[src/rtl/prog_loader_pkg.sv]
// Shared loader definitions: frame sync byte, loader FSM encoding, word geometry.
// Latency: n/a (package only).
// Backpressure: n/a (package only).
package prog_loader_pkg;

  // First byte of every load frame; anything else seen while idle is dropped.
  localparam logic [7:0] LOADER_SYNC = 8'hA5;

  typedef enum logic [2:0] {
    ST_IDLE,
    ST_ADDR,
    ST_COUNT,
    ST_DATA,
    ST_CKSUM
  } loader_state_t;

  // Number of stream bytes making up one instruction word.
  function automatic int unsigned bytes_per_word(input int unsigned word_width);
    return word_width / 8;
  endfunction

  localparam int unsigned LOADER_WORD_WIDTH = 24;
  localparam int unsigned LOADER_BPW        = bytes_per_word(LOADER_WORD_WIDTH);

endpackage

[src/rtl/prog_loader_if.sv]
// Host byte stream plus program-memory write port and loader status.
// Latency: n/a (signal bundle only).
// Backpressure: in_ready gates the byte stream; the write port has none.
// Ports: in_data/in_valid/in_ready (byte stream), wr_en/wr_addr/wr_data
// (memory write), cpu_hold/done/err (status).
interface prog_loader_if #(
  parameter int RAM_WORD_WIDTH = 24,
  parameter int RAM_ADDR_BITS  = 8
);
  logic [7:0]                in_data;
  logic                      in_valid;
  logic                      in_ready;
  logic                      wr_en;
  logic [RAM_ADDR_BITS-1:0]  wr_addr;
  logic [RAM_WORD_WIDTH-1:0] wr_data;
  logic                      cpu_hold;
  logic                      done;
  logic                      err;

  // Host side: drives bytes, observes the memory port and status.
  modport master (
    output in_data, in_valid,
    input  in_ready, wr_en, wr_addr, wr_data, cpu_hold, done, err
  );

  // Loader side.
  modport slave (
    input  in_data, in_valid,
    output in_ready, wr_en, wr_addr, wr_data, cpu_hold, done, err
  );
endinterface

[src/rtl/prog_loader_word_pack.sv]
// Packs accepted bytes MSB-first into a word and presents it with a 1-cycle valid.
// Latency: o_word_vld/o_word register one cycle after the word's final byte.
// Backpressure: none; every i_byte_vld byte is absorbed.
// Ports: i_clr restarts byte alignment, i_byte_vld/i_byte byte input,
// o_last marks that the current input byte completes a word, o_word_vld/o_word result.
module prog_loader_word_pack
  import prog_loader_pkg::*;
#(
  parameter int WORD_WIDTH = 24
) (
  input  logic                  clk,
  input  logic                  rst_n,
  input  logic                  i_clr,
  input  logic                  i_byte_vld,
  input  logic [7:0]            i_byte,
  output logic                  o_last,
  output logic                  o_word_vld,
  output logic [WORD_WIDTH-1:0] o_word
);

  localparam int BPW = int'(bytes_per_word(WORD_WIDTH));
  localparam int CW  = (BPW > 1) ? $clog2(BPW) : 1;

  logic [CW-1:0]         r_cnt;
  logic [WORD_WIDTH-1:0] r_shift;
  logic [WORD_WIDTH-1:0] r_word;
  logic                  r_word_vld;
  logic [WORD_WIDTH-1:0] w_shifted;

  // Oldest byte falls off the top; works for single-byte words as well.
  assign w_shifted = WORD_WIDTH'({r_shift, i_byte});
  assign o_last    = (r_cnt == CW'(BPW - 1));

  always_ff @(posedge clk or negedge rst_n) begin
    if (!rst_n) begin
      r_cnt      <= '0;
      r_shift    <= '0;
      r_word     <= '0;
      r_word_vld <= 1'b0;
    end else begin
      r_word_vld <= 1'b0;
      if (i_clr) begin
        r_cnt   <= '0;
        r_shift <= '0;
      end else if (i_byte_vld) begin
        r_shift <= w_shifted;
        if (o_last) begin
          r_cnt      <= '0;
          r_word_vld <= 1'b1;
          // Held until the next word so wr_data stays stable with wr_en.
          r_word     <= w_shifted;
        end else begin
          r_cnt <= r_cnt + 1'b1;
        end
      end
    end
  end

  assign o_word_vld = r_word_vld;
  assign o_word     = r_word;

endmodule

[src/rtl/prog_loader.sv]
// Framed byte-stream program loader writing instruction words to program RAM.
// Latency: write 1 cycle after a word's last byte; done/err 1 cycle after CKSUM.
// Backpressure: none; in_ready is high in every state after reset.
// Ports: clk, rst_n (async active-low); bus (slave modport): byte stream in,
// program-memory write port out, cpu_hold/done/err status out.
module prog_loader
  import prog_loader_pkg::*;
#(
  parameter int RAM_WORD_WIDTH = 24,
  parameter int RAM_ADDR_BITS  = 8
) (
  input  logic          clk,
  input  logic          rst_n,
  prog_loader_if.slave  bus
);

  loader_state_t            r_state;
  logic [RAM_ADDR_BITS-1:0] r_addr;
  logic [8:0]               r_wcnt;   // 9 bits: COUNT of 0 means 256 words
  logic [7:0]               r_cksum;
  logic                     r_in_ready;
  logic                     r_hold;
  logic                     r_done;
  logic                     r_err;

  logic                      w_fire;
  logic                      w_sync;
  logic                      w_data_byte;
  logic                      w_last;
  logic                      w_word_vld;
  logic [RAM_WORD_WIDTH-1:0] w_word;

  assign w_fire      = bus.in_valid && r_in_ready;
  assign w_sync      = w_fire && (r_state == ST_IDLE) && (bus.in_data == LOADER_SYNC);
  assign w_data_byte = w_fire && (r_state == ST_DATA);

  prog_loader_word_pack #(
    .WORD_WIDTH (RAM_WORD_WIDTH)
  ) u_word_pack (
    .clk        (clk),
    .rst_n      (rst_n),
    .i_clr      (w_sync),
    .i_byte_vld (w_data_byte),
    .i_byte     (bus.in_data),
    .o_last     (w_last),
    .o_word_vld (w_word_vld),
    .o_word     (w_word)
  );

  always_ff @(posedge clk or negedge rst_n) begin
    if (!rst_n) begin
      r_state    <= ST_IDLE;
      r_addr     <= '0;
      r_wcnt     <= '0;
      r_cksum    <= '0;
      r_in_ready <= 1'b0;
      r_hold     <= 1'b0;
      r_done     <= 1'b0;
      r_err      <= 1'b0;
    end else begin
      r_in_ready <= 1'b1;
      r_done     <= 1'b0;

      // Address advances after each write; FF wraps to 00. A fresh ADDR
      // load can never coincide with a write, as CKSUM, SYNC and ADDR bytes
      // all sit between the last write of one frame and the next ADDR.
      if (w_word_vld) begin
        r_addr <= r_addr + 1'b1;
      end

      if (w_fire) begin
        case (r_state)
          ST_IDLE: begin
            if (bus.in_data == LOADER_SYNC) begin
              r_state <= ST_ADDR;
              r_err   <= 1'b0;
              r_hold  <= 1'b1;
              r_cksum <= '0;
            end
          end
          ST_ADDR: begin
            r_addr  <= bus.in_data[RAM_ADDR_BITS-1:0];
            r_state <= ST_COUNT;
          end
          ST_COUNT: begin
            r_wcnt  <= (bus.in_data == 8'h00) ? 9'd256 : {1'b0, bus.in_data};
            r_state <= ST_DATA;
          end
          ST_DATA: begin
            r_cksum <= r_cksum + bus.in_data;
            if (w_last) begin
              r_wcnt <= r_wcnt - 9'd1;
              if (r_wcnt == 9'd1) begin
                r_state <= ST_CKSUM;
              end
            end
          end
          ST_CKSUM: begin
            if (bus.in_data == r_cksum) begin
              r_done <= 1'b1;
            end else begin
              r_err <= 1'b1;
            end
            r_hold  <= 1'b0;
            r_state <= ST_IDLE;
          end
          default: r_state <= ST_IDLE;
        endcase
      end
    end
  end

  assign bus.in_ready = r_in_ready;
  assign bus.wr_en    = w_word_vld;
  assign bus.wr_addr  = r_addr;
  assign bus.wr_data  = w_word;
  assign bus.cpu_hold = r_hold;
  assign bus.done     = r_done;
  assign bus.err      = r_err;

endmodule

[src/flat_wrapper.sv]
// flat-port wrapper written by rule: the top's interface ports become plain ports
module prog_loader_flat import prog_loader_pkg::*;
#(
  parameter int RAM_WORD_WIDTH = 24,
  parameter int RAM_ADDR_BITS  = 8
)
  (clk, rst_n, bus_in_data, bus_in_valid, bus_in_ready, bus_wr_en, bus_wr_addr, bus_wr_data, bus_cpu_hold, bus_done, bus_err);
  prog_loader_if #(.RAM_WORD_WIDTH(RAM_WORD_WIDTH), .RAM_ADDR_BITS(RAM_ADDR_BITS)) bus_i ();
  input  logic clk;
  input  logic rst_n;
  input wire logic [$bits(bus_i.in_data)-1:0] bus_in_data;
  input wire logic [$bits(bus_i.in_valid)-1:0] bus_in_valid;
  output wire logic [$bits(bus_i.in_ready)-1:0] bus_in_ready;
  output wire logic [$bits(bus_i.wr_en)-1:0] bus_wr_en;
  output wire logic [$bits(bus_i.wr_addr)-1:0] bus_wr_addr;
  output wire logic [$bits(bus_i.wr_data)-1:0] bus_wr_data;
  output wire logic [$bits(bus_i.cpu_hold)-1:0] bus_cpu_hold;
  output wire logic [$bits(bus_i.done)-1:0] bus_done;
  output wire logic [$bits(bus_i.err)-1:0] bus_err;
  assign bus_i.in_data = bus_in_data;
  assign bus_i.in_valid = bus_in_valid;
  assign bus_in_ready = bus_i.in_ready;
  assign bus_wr_en = bus_i.wr_en;
  assign bus_wr_addr = bus_i.wr_addr;
  assign bus_wr_data = bus_i.wr_data;
  assign bus_cpu_hold = bus_i.cpu_hold;
  assign bus_done = bus_i.done;
  assign bus_err = bus_i.err;
  prog_loader #(.RAM_WORD_WIDTH(RAM_WORD_WIDTH), .RAM_ADDR_BITS(RAM_ADDR_BITS)) u_core (.clk(clk), .rst_n(rst_n), .bus(bus_i));
endmodule
[config.mk]
export PLATFORM = sky130hd
export DESIGN_NAME = prog_loader_flat
export DESIGN_NICKNAME = d
export VERILOG_FILES = /design/src/rtl/prog_loader_pkg.sv /design/src/rtl/prog_loader_if.sv /design/src/rtl/prog_loader_word_pack.sv /design/src/rtl/prog_loader.sv /design/src/flat_wrapper.sv
export SDC_FILE = /design/constraint.sdc
export NUM_CORES = 1
export LEC_CHECK = 0
export ABC_AREA = 1
export BUFFER_PORTS_ARGS = -buffer_cell sky130_fd_sc_hd__buf_2
export CAP_MARGIN = 20
export CORE_MARGIN = 8
export CORE_UTILIZATION = 58
export CTS_CLUSTER_DIAMETER = 200
export DETAILED_ROUTE_END_ITERATION = 10
export PLACE_DENSITY_LB_ADDON = 0.15
export SYNTH_ARGS = -nofsm -noshare
export SYNTH_HDL_FRONTEND = slang
export SYNTH_SLANG_ARGS = --single-unit
[constraint.sdc]
create_clock -name clk -period 2 [get_ports clk]
set_clock_uncertainty 0.15 [all_clocks]
set_input_delay 0 -clock clk [delete_from_list [all_inputs] [get_ports clk]]
set_output_delay 0 -clock clk [all_outputs]
set_load 0.01 [all_outputs]
# Word-level counts from Yosys, hierarchy flattened
# Index checks and enable logic that the tools add are counted.
# Widths: inputs -> output; s select.
dict set report word_totals {
  register_bits 75
  latchBits 0
  mem_bits_rw 0
  rom_bits 0
  inputBits 11
  memories 0
}
dict set report classes {
  add_sub_neg 4
  multipliers 0
  n_div 0
  magnitude_cmp 0
  n_eq_ne 12
  shift 0
  muxes 28
  n_bitwise 1
  reduce_logical 16
}
# op n
set op_table {}
lappend op_table {{$mux 16} 2}
lappend op_table {{$mux 8} 4}
lappend op_table {{$mux 9} 2}
lappend op_table {{$pmux 9 s2} 1}
lappend op_table {{$pmux 8 s2} 1}
lappend op_table {{$pmux 3 s4} 1}
lappend op_table {{$reduce_and 3->1} 4}
lappend op_table {{$eq 9x1->1 const B} 1}
lappend op_table {{$mux 1} 9}
lappend op_table {{$mux 3} 3}
lappend op_table {{$sub 9x1->9 const B} 1}
lappend op_table {{$add 8x1->8 const B} 1}
lappend op_table {{$add 8x8->8} 1}
lappend op_table {{$eq 8x8->1} 1}
lappend op_table {{$eq 8x8->1 const B} 1}
lappend op_table {{$logic_not 8->1} 1}
lappend op_table {{$ne 2x2->1 const B} 4}
lappend op_table {{$reduce_and 4->1} 2}
lappend op_table {{$reduce_bool 2->1} 4}
lappend op_table {{$eq 3x2->1 const B} 2}
lappend op_table {{$mux 2} 3}
lappend op_table {{$logic_and 1x1->1} 4}
lappend op_table {{$pmux 1 s2} 2}
lappend op_table {{$eq 3x1->1 const B} 1}
lappend op_table {{5 further kinds} 5}

# Longest topological paths before layout
# Gate-level depths: netlist (run 1).
dict set report depth {
  ltp_word 5
  ltp_mapped 9
}

# By module
# Synthesis (run 1) repeated with hierarchy kept, for this count alone.
dict set report hier_totals {
  cells_unflattened 486
  area_unflattened_um2 3861.2
}
# mod instances cells_each area_each_um2 seq_area_each_um2
set by_module_without_submodules {}
lappend by_module_without_submodules {prog_loader 1 306 2162.1 800.8}
lappend by_module_without_submodules {prog_loader_word_pack 1 180 1699.1 1076.0}

# Least setup slack after synthesis (run 1)
# No wires, ideal clock.
dict set report synth_path {
  kind {register to register}
  startpoint {register u_core.r_cksum[0]}
  endpoint {register u_core.r_cksum[4]}
  setup_ns 0.083
  arrival_time_ns 1.370
  setup_slack_ns 0.398
  path_stages_with_launch 7
  n_path_buf 0
  period_less_slack_ns 1.602
  path_cell_list {dfrtp_1 > ha_1 > fa_1 > nand3_1 > nand3_1 > xnor2_1 > o21ai_0}
}
dict set report synth_between {
  elab_chain_cells 2
}
# item line_no
set synth_rtl {}
lappend synth_rtl {{start, declared} prog_loader.sv:20} ;# logic [7:0] r_cksum;
lappend synth_rtl {{start signal, assigned} prog_loader.sv:90} ;# r_cksum <= r_cksum + bus.in_data;
lappend synth_rtl {{$add 8x8->8} prog_loader.sv:90}
lappend synth_rtl {{$pmux 8 s2} prog_loader.sv:72} ;# case (r_state)
# No other way between the ends.
# A chain may end at the register's enable or synchronous reset.

# Worst setup path after layout (run 1)
dict set report layout_path {
  startpoint {register u_core.r_state[0]}
  endpoint {register u_core.u_word_pack.r_word[0] (netlist: u_core.u_word_pack.o_word[0])}
}
dict set report layout_between {
  elab_chain_cells 5
  word_cells_on_any_way 7
  cone_classes {1 x eq/ne; 1 x bitwise; 5 x reduce/logical}
}
# item line_no
set layout_rtl {}
lappend layout_rtl {{start, declared} prog_loader.sv:17} ;# loader_state_t r_state;
lappend layout_rtl {{start signal, assigned} prog_loader.sv:52} ;# r_state <= ST_IDLE;
lappend layout_rtl {{start signal, assigned} prog_loader.sv:75} ;# r_state <= ST_ADDR;
lappend layout_rtl {{start signal, assigned} prog_loader.sv:83} ;# r_state <= ST_COUNT;
lappend layout_rtl {{$logic_not 3->1} prog_loader.sv:34} ;# assign w_sync = w_fire && (r_state == ST_IDLE) && (bus.in_data == LOADER_SYNC);
lappend layout_rtl {{$logic_and 1x1->1 (2 in a row)} prog_loader.sv:34}
lappend layout_rtl {{$not 1->1 (no line)} n/a}
lappend layout_rtl {{$reduce_and 3->1 (no line) *} n/a}
lappend layout_rtl {{end signal, assigned} prog_loader_word_pack.sv:51} ;# r_word <= w_shifted;
lappend layout_rtl {{end, declared} prog_loader_word_pack.sv:26} ;# logic [WORD_WIDTH-1:0] r_word;
# Every way passes the cells marked *; elsewhere a longest branch is shown, timed or not.

==> reports/metrics.yaml, run 1 <==
status: "completed"
worstPathArrival_ns: 1.95
syn_area_sq_um: 3820
ys.flop_type: "dfrtp_1"
floorplan.die_area_sq_um: 9440
final_cells: 602
vias: 3274
ys_types: 35
drive_above_1_share_pct: 20.4
crit_type: "flop to flop"
hold_class: "primary input to asynchronous set/reset pin"
critical_path.max_fanout: 29
ys_warn_count: 0
overflow: 0
worstReg2RegStart: "u_core.r_state[0]$_DFFE_PN0P_"
drv_slew: 0
reg2reg_to: "u_core.u_word_pack.o_word[0]$_DFFE_PN0P_"
cts_max_level: 3
grt_busiest_layer: "met2"
drc: 0
async_flop_share_pct: 100
seq_area_frac_synth_pct: 49.1
start_util_pct: 60.2
numCtsBuffers: 9
synth_top_cell_area_share_pct: 49.1
gr-usage-met3_pct: 3.91
antennaDiodeCount: 0
die_h_um: 97.2
clk_path_buf_depth: 2
final_hold_viol_count: 0
finalSetupViolations: 0
hpwl_um: 6220
fmax_mhz: 537
finalCriticalPeriod_ns: 1.86
cp-start-kind: "flop"
r2r_cells: 6
via_per_inst: 5.44
ioPinCount: 48
grt_usage_pct: 18.7
port_buffers: 47
use_met2_pct: 29.2
synth_area_leaders: "dfrtp_1 49%, nand2_1 13%, inv_1 4.8%, nand3_1 3.8%, o21ai_2 3.7%"
core_region_area_sq_um: 6350
required_ns: 2.09
clock-root-buffer: "clkbuf_8"
place_inst: 575
drt-initial-drc-count: 222
cellLeakagePower_nw: 2.34
met1_usage_pct: 24.8
clk_pin_slew_ns: 0.10
synth-edff-count: 0
die_w_um: 97.2
wl_per_cell_um: 14.7
fin_setup_tns_ns: 0
syn_avg_cell_area_sq_um: 8.38
postCtsSetupBuffers: 0
drt-pass1-iter-count: 5
grt_pass1_vias: 3120
place_congestion: 0.875
fillers: 502
fin_util_pct: 69.9
num-nets-final: 542
ir_drop_v: 0.000893
clk_latency_ns: 0.35
core.rowCount: 29
grt_max_degree: 76
synthToLayoutAreaGrowth_pct: 16.2
wirelength_um: 8850
synth.net_count: 478
timing.hold.ws_ns: 0.0263
reg2reg_slack_ns: 0.14
antenna_found_initial: 0
cts.sinks: 75
grt_pass1_wl_um: 14700
rsz0062_at_grt: "false"
synth_cells: 456
post-route-period-util_pct: 93.0
ys_ff_latch: 75
p_per_area_nw_per_um2: 1380
ant_nets: 0
critical_path.endpoint_type: "flop"
synth_top_area_cell: "dfrtp_1"
drv_cap: 0
cts_tree: "yes"
through the flow:
step	setup WS [ns]	instance area, sq um	power, mW
after floorplan	0.398	3820	4.20
after global placement	0.246	4130	4.86
after detailed placement	0.160	4130	4.97
after CTS	0.0741	4440	6.17
after global routing	0.0213	4440	6.60
final	0.139	4440	6.12
report_power, final:
part           leakage, nW  internal (mW)  switching (mW)
combinational         1.30          0.911            1.46
sequential           0.935           2.16           0.420
clock                0.103          0.500           0.673
total                 2.34           3.57            2.55
registers in the layout, summed over array words and instances (netlist names), 2 cells and up:
register,flops
u_core.bus.wr_addr,8
u_core.r_wcnt,9
u_core.u_word_pack.r_cnt,2
u_core.u_word_pack.o_word,24
u_core.u_word_pack.r_shift,16
u_core.r_state,3
u_core.r_cksum,8
cells in the mapped netlist, types with 2 or more instances:
| library cell | n |
|---|---|
| nand2_1 | 132 |
| nor2_1 | 30 |
| nand2_2 | 5 |
| o21ai_0 | 15 |
| buf_2 | 5 |
| inv_2 | 5 |
| nand3_1 | 29 |
| o21ai_1 | 18 |
| nor3_2 | 3 |
| nand4_1 | 6 |
| buf_6 | 7 |
| nor3_1 | 2 |
| nand3b_1 | 2 |
| ha_1 | 10 |
| o22ai_1 | 14 |
| xnor2_1 | 3 |
| o21ai_2 | 16 |
| inv_1 | 49 |
| dfrtp_1 | 75 |
| a21oi_1 | 15 |
worst max-delay path by stage:
stage / from / to / slack [ns] / cells after the start
3_3_place_gp: u_core.r_state[0]$_DFFE_PN0P_ / u_core.u_word_pack.o_word[5]$_DFFE_PN0P_ / 0.25 / 6
3_5_place_dp: u_core.r_state[0]$_DFFE_PN0P_ / u_core.u_word_pack.o_word[5]$_DFFE_PN0P_ / 0.16 / 6
4_1_cts: bus_in_data[2] / u_core.u_word_pack.r_shift[3]$_DFFE_PN0P_ / 0.07 / 8
5_1_grt: u_core.r_state[0]$_DFFE_PN0P_ / u_core.u_word_pack.o_word[7]$_DFFE_PN0P_ / 0.02 / 6
2_1_floorplan: u_core.r_cksum[0]$_DFFE_PN0P_ / u_core.r_cksum[4]$_DFFE_PN0P_ / 0.40 / 6
6_report: u_core.r_state[0]$_DFFE_PN0P_ / u_core.u_word_pack.o_word[0]$_DFFE_PN0P_ / 0.14 / 6
layout make-up:
type	instances	area (sq um)	area share [%]
Inverter	56	216	4.87
Multi-Input combinational cell	312	1620	36.5
Timing Repair Buffer	66	430	9.69
Clock buffer	9	124	2.79
Clock inverter	7	76.3	1.72
Tap cell	77	96.3	2.17
Sequential cell	75	1880	42.3
routing by layer:
layer | share of wire [%] | up-vias | routed length (um)
met4 | 2.0 | 0 | 174
li1 | - | 1613 | -
met3 | 6.1 | 17 | 544
met5 | 0 | - | 0
met1 | 45 | 1539 | 3990
met2 | 47 | 105 | 4140
worst max-delay path, stage by stage, from the launching register on:
cell,delay [ns]
dfrtp_1,0.52
nand3_4,0.20
nor2_4,0.28
nand2_2,0.23
buf_12,0.23
nand2_1,0.08
o21ai_2,0.05
kinds of logic (layout without fill, tap and decap cells):
family	after synthesis	after routing	synth area share, %
compound gates	82	82	13.0
other cells	1	1	0.0982
buf+inv	69	138	8.58
simple gates	214	214	24.5
fa+ha+maj	11	11	3.80
flops	75	75	49.1
xor+xnor	4	4	0.917
placed cells by master (no fill, tap or decap), types with 11 or more instances in the layout:
cell type | Yosys | routed
o21ai_0 | 15 | 15
nand2_1 | 132 | 132
o21ai_1 | 18 | 18
nand3_1 | 29 | 29
o22ai_1 | 14 | 14
nor2_1 | 30 | 30
dlygate4sd3_1 | 0 | 11
dfrtp_1 | 75 | 75
o21ai_2 | 16 | 16
buf_2 | 5 | 47
a21oi_1 | 15 | 15
inv_1 | 49 | 49
timing repair:
item / in CTS / in global routing
setup endpoints to repair: 0 / 18
hold buffers: 11 / 0
resized for setup: 0 / 1
hold endpoints to repair: 108 / 0
No activity file was read; power rests on OpenSTA's default activity.
==> inputs of run 2 (changes only) <==
GPL_TIMING_DRIVEN = 1   (was unset)
clock period = 1.9 ns   (was 2 ns; I/O delays follow)
==> run 2 against run 1 <==
Compared with the run above:
- clock-buffer cell count grew 1
- setup slack got worse by 0.071 ns
- hold slack better by 0.0062 ns
- maximum frequency grew 1.6%
- cell area barely moved
- die area did not move
- total power up 4.7%
- core utilization barely moved
- non-clock buffer count did not move
- largest power group unchanged
- clock power rose by 6%
- combinational power grew 4%
- register-to-register slack worse by 0.07 ns
==> reports/metrics.yaml, run 2 (synthesis results as in run 1) <==
ioPinCount: 48
timing.hold.ws_ns: 0.0325
final_common_cell: "nand2_1"
start_util_pct: 60.2
post-route-period-util_pct: 96.4
core.rowCount: 29
floorplan.die_area_sq_um: 9440
critical_path.endpoint_type: "flop"
highest_layer: "met4"
grt_pass1_wl_um: 14400
place_congestion: 0.857
wl_met2_um: 3840
critical_path.max_fanout: 5
drive_above_1_share_pct: 20.4
clk_latency_ns: 0.35
core_region_area_sq_um: 6350
drt-initial-drc-count: 213
ir_drop_v: 0.000842
num-nets-final: 542
place_ws_ns: 0.177
tightest_slew_ns: 0.574
wl_met3_um: 560
hold_class: "primary input to asynchronous set/reset pin"
fin_setup_tns_ns: 0
fmax_mhz: 546
rsz0062_at_grt: "false"
grt_usage_pct: 18.5
hpwl_um: 6030
cts.sinks: 75
grt_max_degree: 48
numCtsBuffers: 9
finalSetupViolations: 0
drv_cap: 0
cp-start-kind: "flop"
ant_nets: 0
wl_met1_um: 3900
r2r_cells: 6
clk_pin_slew_ns: 0.08
drt-pass1-iter-count: 5
vias: 3247
die_h_um: 97.2
crit_type: "flop to flop"
drv_slew: 0
overflow: 0
cellLeakagePower_nw: 2.33
worstReg2RegStart: "u_core.r_state[1]$_DFFE_PN0P_"
via_per_inst: 5.39
reg2reg_slack_ns: 0.07
reg2reg_to: "u_core.bus.cpu_hold$_DFFE_PN0P_"
wirelength_um: 8420
largest_reg_flops: 24
die_w_um: 97.2
clk_path_buf_depth: 2
postCtsSetupBuffers: 0
status: "completed"
grt_pass1_vias: 3124
final_hold_viol_count: 0
drc: 0
antenna_found_initial: 0
worstPathArrival_ns: 1.96
maxSlewHeadroom_pct: 61.8
fin_ws_ns: 0.0683
final_cell_mix: "132 x nand2_1, 74 x dfrtp_1, 49 x inv_1, 47 x buf_2, 30 x nor2_1"
cts_tree: "yes"
clock-root-buffer: "clkbuf_8"
required_ns: 2.03
synthToLayoutAreaGrowth_pct: 16.3
p_per_area_nw_per_um2: 1440
wl_per_cell_um: 14.0
finalCriticalPeriod_ns: 1.83
cts_max_level: 3
antennaDiodeCount: 0
port_buffers: 47
run 2: changes by cell type in the layout (fill, tap and decap cells not counted), sizes merged:
cell / before / now
bufinv: 0 / 1
clkbuf: 9 / 10
clkinv: 3 / 4
clkinvlp: 0 / 1
inv: 60 / 56
run 2: routing by layer:
layer	global-route usage (%)	up-vias
met2	28.6	87
met3	5.97	9
li1	-	1615
met1	23.5	1536
met5	0	-
met4	6.86	0
run 2: through the flow:
stage / instances / power, mW / instance area (sq um) / utilization, %
after global placement: 575 / 5.11 / 4130 / 65.0
after floorplan: 456 / 4.42 / 3820 / -
after global routing: 602 / 6.94 / 4440 / 70.0
after detailed placement: 575 / 5.19 / 4130 / 65.0
final: 602 / 6.41 / 4440 / 70.0
after CTS: 602 / 6.47 / 4440 / 69.9
run 2: final cells by class:
class | count | area (sq um)
multi-input combinational | 312 | 1620
timing repair buffer | 66 | 430
clock inverter | 6 | 72.6
clock buffer | 10 | 128
sequential | 75 | 1880
fill | 543 | 1910
inverter | 56 | 216
tap | 77 | 96.3
run 2: report_power, final:
group          internal (mW)  switching, mW
clock                  0.621          0.618
sequential              2.28          0.430
combinational          0.958           1.51
total                   3.86           2.56
run 2: worst max-delay path by stage:
stage / startpoint / end / slack [ns] / cells past startpoint
final: u_core.r_state[1]$_DFFE_PN0P_ / u_core.bus.cpu_hold$_DFFE_PN0P_ / 0.07 / 6
after global routing: u_core.r_state[1]$_DFFE_PN0P_ / u_core.bus.cpu_hold$_DFFE_PN0P_ / 0.004 / 6
after CTS: u_core.r_state[0]$_DFFE_PN0P_ / u_core.bus.cpu_hold$_DFFE_PN0P_ / 0.01 / 6
after detailed placement: u_core.r_state[0]$_DFFE_PN0P_ / u_core.u_word_pack.r_shift[3]$_DFFE_PN0P_ / 0.18 / 6
after global placement: u_core.r_state[0]$_DFFE_PN0P_ / u_core.u_word_pack.r_shift[6]$_DFFE_PN0P_ / 0.21 / 6
after floorplan: u_core.r_cksum[0]$_DFFE_PN0P_ / u_core.r_cksum[4]$_DFFE_PN0P_ / 0.30 / 6
run 2: worst max-delay path, cell delays in order (launching register included):
cell           delay (ns)
dfrtp_1              0.46
inv_2                0.13
nand2_2              0.09
nor3_4               0.17
nand3_2              0.10
dlygate4sd3_1        0.59
nand2_1              0.08
run 2: timing repair:
item,in CTS,in global routing
hold endpoints to repair,106,0
hold buffers,11,0
setup endpoints to repair,0,1
gates resized for setup,0,2
==> inputs of run 3 (changes only) <==
CORE_UTILIZATION = 65   (was 58)
CTS_BUF_LIST = sky130_fd_sc_hd__clkbuf_8   (was unset)
clock period = 2.2 ns   (was 1.9 ns; I/O delays follow)
==> run 3 against run 2 <==
Compared with the run above:
- clock-buffer cell count down 1
- via count up 2.2%
- cell count fell by 1.0%
- hold slack worse by 0.0018 ns
- setup slack improved by 0.021 ns
- highest routed layer unchanged
- total power is 14% lower
- core utilization increased by 5.4 points
- die area fell by 9.0%
- cell area down 1.4%
- routed wire length increased by 3.9%
- global-route usage up 3.3 points
- critical path type is now primary input to flop
- clock power fell by 20%
==> reports/metrics.yaml, run 3 (synthesis results as in run 1) <==
r2r_cells: 6
cts_max_level: 3
vias: 3318
status: "completed"
grt_pass1_wl_um: 15000
post-route-period-util_pct: 96.0
p_seq_share_pct: 42.5
die_h_um: 92.7
crit_type: "primary input to flop"
fillers: 432
port_buffers: 47
p_per_area_nw_per_um2: 1260
floorplan.die_area_sq_um: 8590
grt_busiest_layer: "met2"
drt-pass1-iter-count: 4
cp-start-kind: "primary input"
placed_area_sq_um: 4070
p_comb_share_pct: 39.4
grt_usage_pct: 21.8
drt-initial-drc-count: 214
met1_usage_pct: 27.7
clk_latency_ns: 0.35
ir_drop_v: 0.000659
core_region_area_sq_um: 5820
finalSetupViolations: 0
wl_per_cell_um: 14.7
design_area_sq_um: 4380
drive_above_1_share_pct: 19.8
postCtsSetupBuffers: 0
drv_cap: 0
clock-root-buffer: "clkbuf_8"
ant_nets: 0
critical_path.endpoint_type: "flop"
num-nets-final: 538
antennaDiodeCount: 0
largest_reg_flops: 24
wirelength_um: 8750
overflow: 0
use_met2_pct: 34.4
fin_setup_tns_ns: 0
synthToLayoutAreaGrowth_pct: 14.7
final_cell_mix: "132 x nand2_1, 75 x dfrtp_1, 49 x inv_1, 47 x buf_2"
cts.sinks: 75
maxSlewHeadroom_pct: 63.1
drc: 0
power_switching_mw: 2.29
gr-usage-met3_pct: 5.58
critical_path.max_fanout: 4
tightest_slew_ns: 0.553
clk_pin_slew_ns: 0.09
start_util_pct: 65.7
required_ns: 2.35
p_sw_share_pct: 41.7
die_w_um: 92.7
grt_max_degree: 48
ioPinCount: 48
final_hold_viol_count: 0
intPower_mw: 3.21
total_power_mw: 5.50
grt_pass1_vias: 3153
cellLeakagePower_nw: 2.30
antenna_found_initial: 0
final_common_cell: "nand2_1"
place_congestion: 0.892
finalCriticalPeriod_ns: 2.11
p_clk_share_pct: 18.1
numCtsBuffers: 9
fmax_mhz: 474
core.rowCount: 28
rsz0062_at_grt: "false"
cts_tree: "yes"
drv_slew: 0
worstPathArrival_ns: 2.26
hpwl_um: 6280
clk_path_buf_depth: 2
via_per_inst: 5.57
hold_class: "primary input to asynchronous set/reset pin"
[run 3: cell types whose count changed in the layout (fill, tap and decap cells not counted), sizes merged]
cell / previous run / this run
buf: 55 / 50
bufinv: 1 / 0
clkbuf: 10 / 9
clkinvlp: 1 / 2
dlygate4sd3: 11 / 12
inv: 56 / 57
[run 3: what timing repair did]
item | in CTS | in global routing
hold buffers | 12 | 0
endpoints found under the setup margin | 0 | 1
hold endpoints to repair | 58 | 0
resized for setup | 0 | 1
[run 3: power by group through the flow]
stage	Combinational [mW]	Clock, mW	Sequential (mW)
global placement	2.06	0	2.33
floorplan	1.39	0	2.43
global route	2.45	1.06	2.42
CTS	2.18	1.01	2.33
detailed placement	2.15	0	2.35
finish	2.17	0.995	2.34
[run 3: final cells by class]
class | instances | area (sq um) | area share, %
clock inverters | 7 | 61.3 | 1.40
multi-input cells | 312 | 1620 | 36.9
clock buffers | 9 | 124 | 2.83
well taps | 75 | 93.8 | 2.14
inverters | 56 | 216 | 4.94
flip-flops and latches | 75 | 1880 | 42.8
repair buffers | 62 | 390 | 8.91
[run 3: worst paths after layout]
kind,from,to,slack (ns)
min in group clk,u_core.u_word_pack.o_word[19]$_DFFE_PN0P_,u_core.u_word_pack.o_word[19]$_DFFE_PN0P_,0.33
worst min-delay path,rst_n,u_core.u_word_pack.o_word[22]$_DFFE_PN0P_,0.03
worst max-delay path,bus_in_data[5],u_core.bus.cpu_hold$_DFFE_PN0P_,0.09
worst min register to register,u_core.u_word_pack.o_word[19]$_DFFE_PN0P_,u_core.u_word_pack.o_word[19]$_DFFE_PN0P_,0.33
max in group asynchronous,rst_n,u_core.u_word_pack.o_word[2]$_DFFE_PN0P_,1.11
worst max register to register,u_core.r_state[2]$_DFFE_PN0P_,u_core.u_word_pack.r_shift[7]$_DFFE_PN0P_,0.18
[run 3: critical path: stages]
cell,delay (ns)
dlygate4sd3_1,0.52
buf_2,0.17
nand2_1,0.07
dlygate4sd3_1,0.58
nor2_2,0.14
nand3_2,0.10
dlygate4sd3_1,0.61
nand2_1,0.08
[run 3: stage by stage]
step,utilization (%),hold WS [ns],worst slack (ns),instances
floorplan,-,-0.446,0.598,456
global placement,70.0,-0.147,0.321,568
detailed placement,70.0,-0.131,0.245,568
CTS,75.3,0.0239,0.115,596
global route,75.3,0.0723,0.0213,596
finish,75.3,0.0307,0.0891,596
[run 3: layer usage]
layer,routed length [um],part of all wire (%)
met1,3870,44
met2,4210,48
met3,518,5.9
met4,146,1.7
met5,0,0
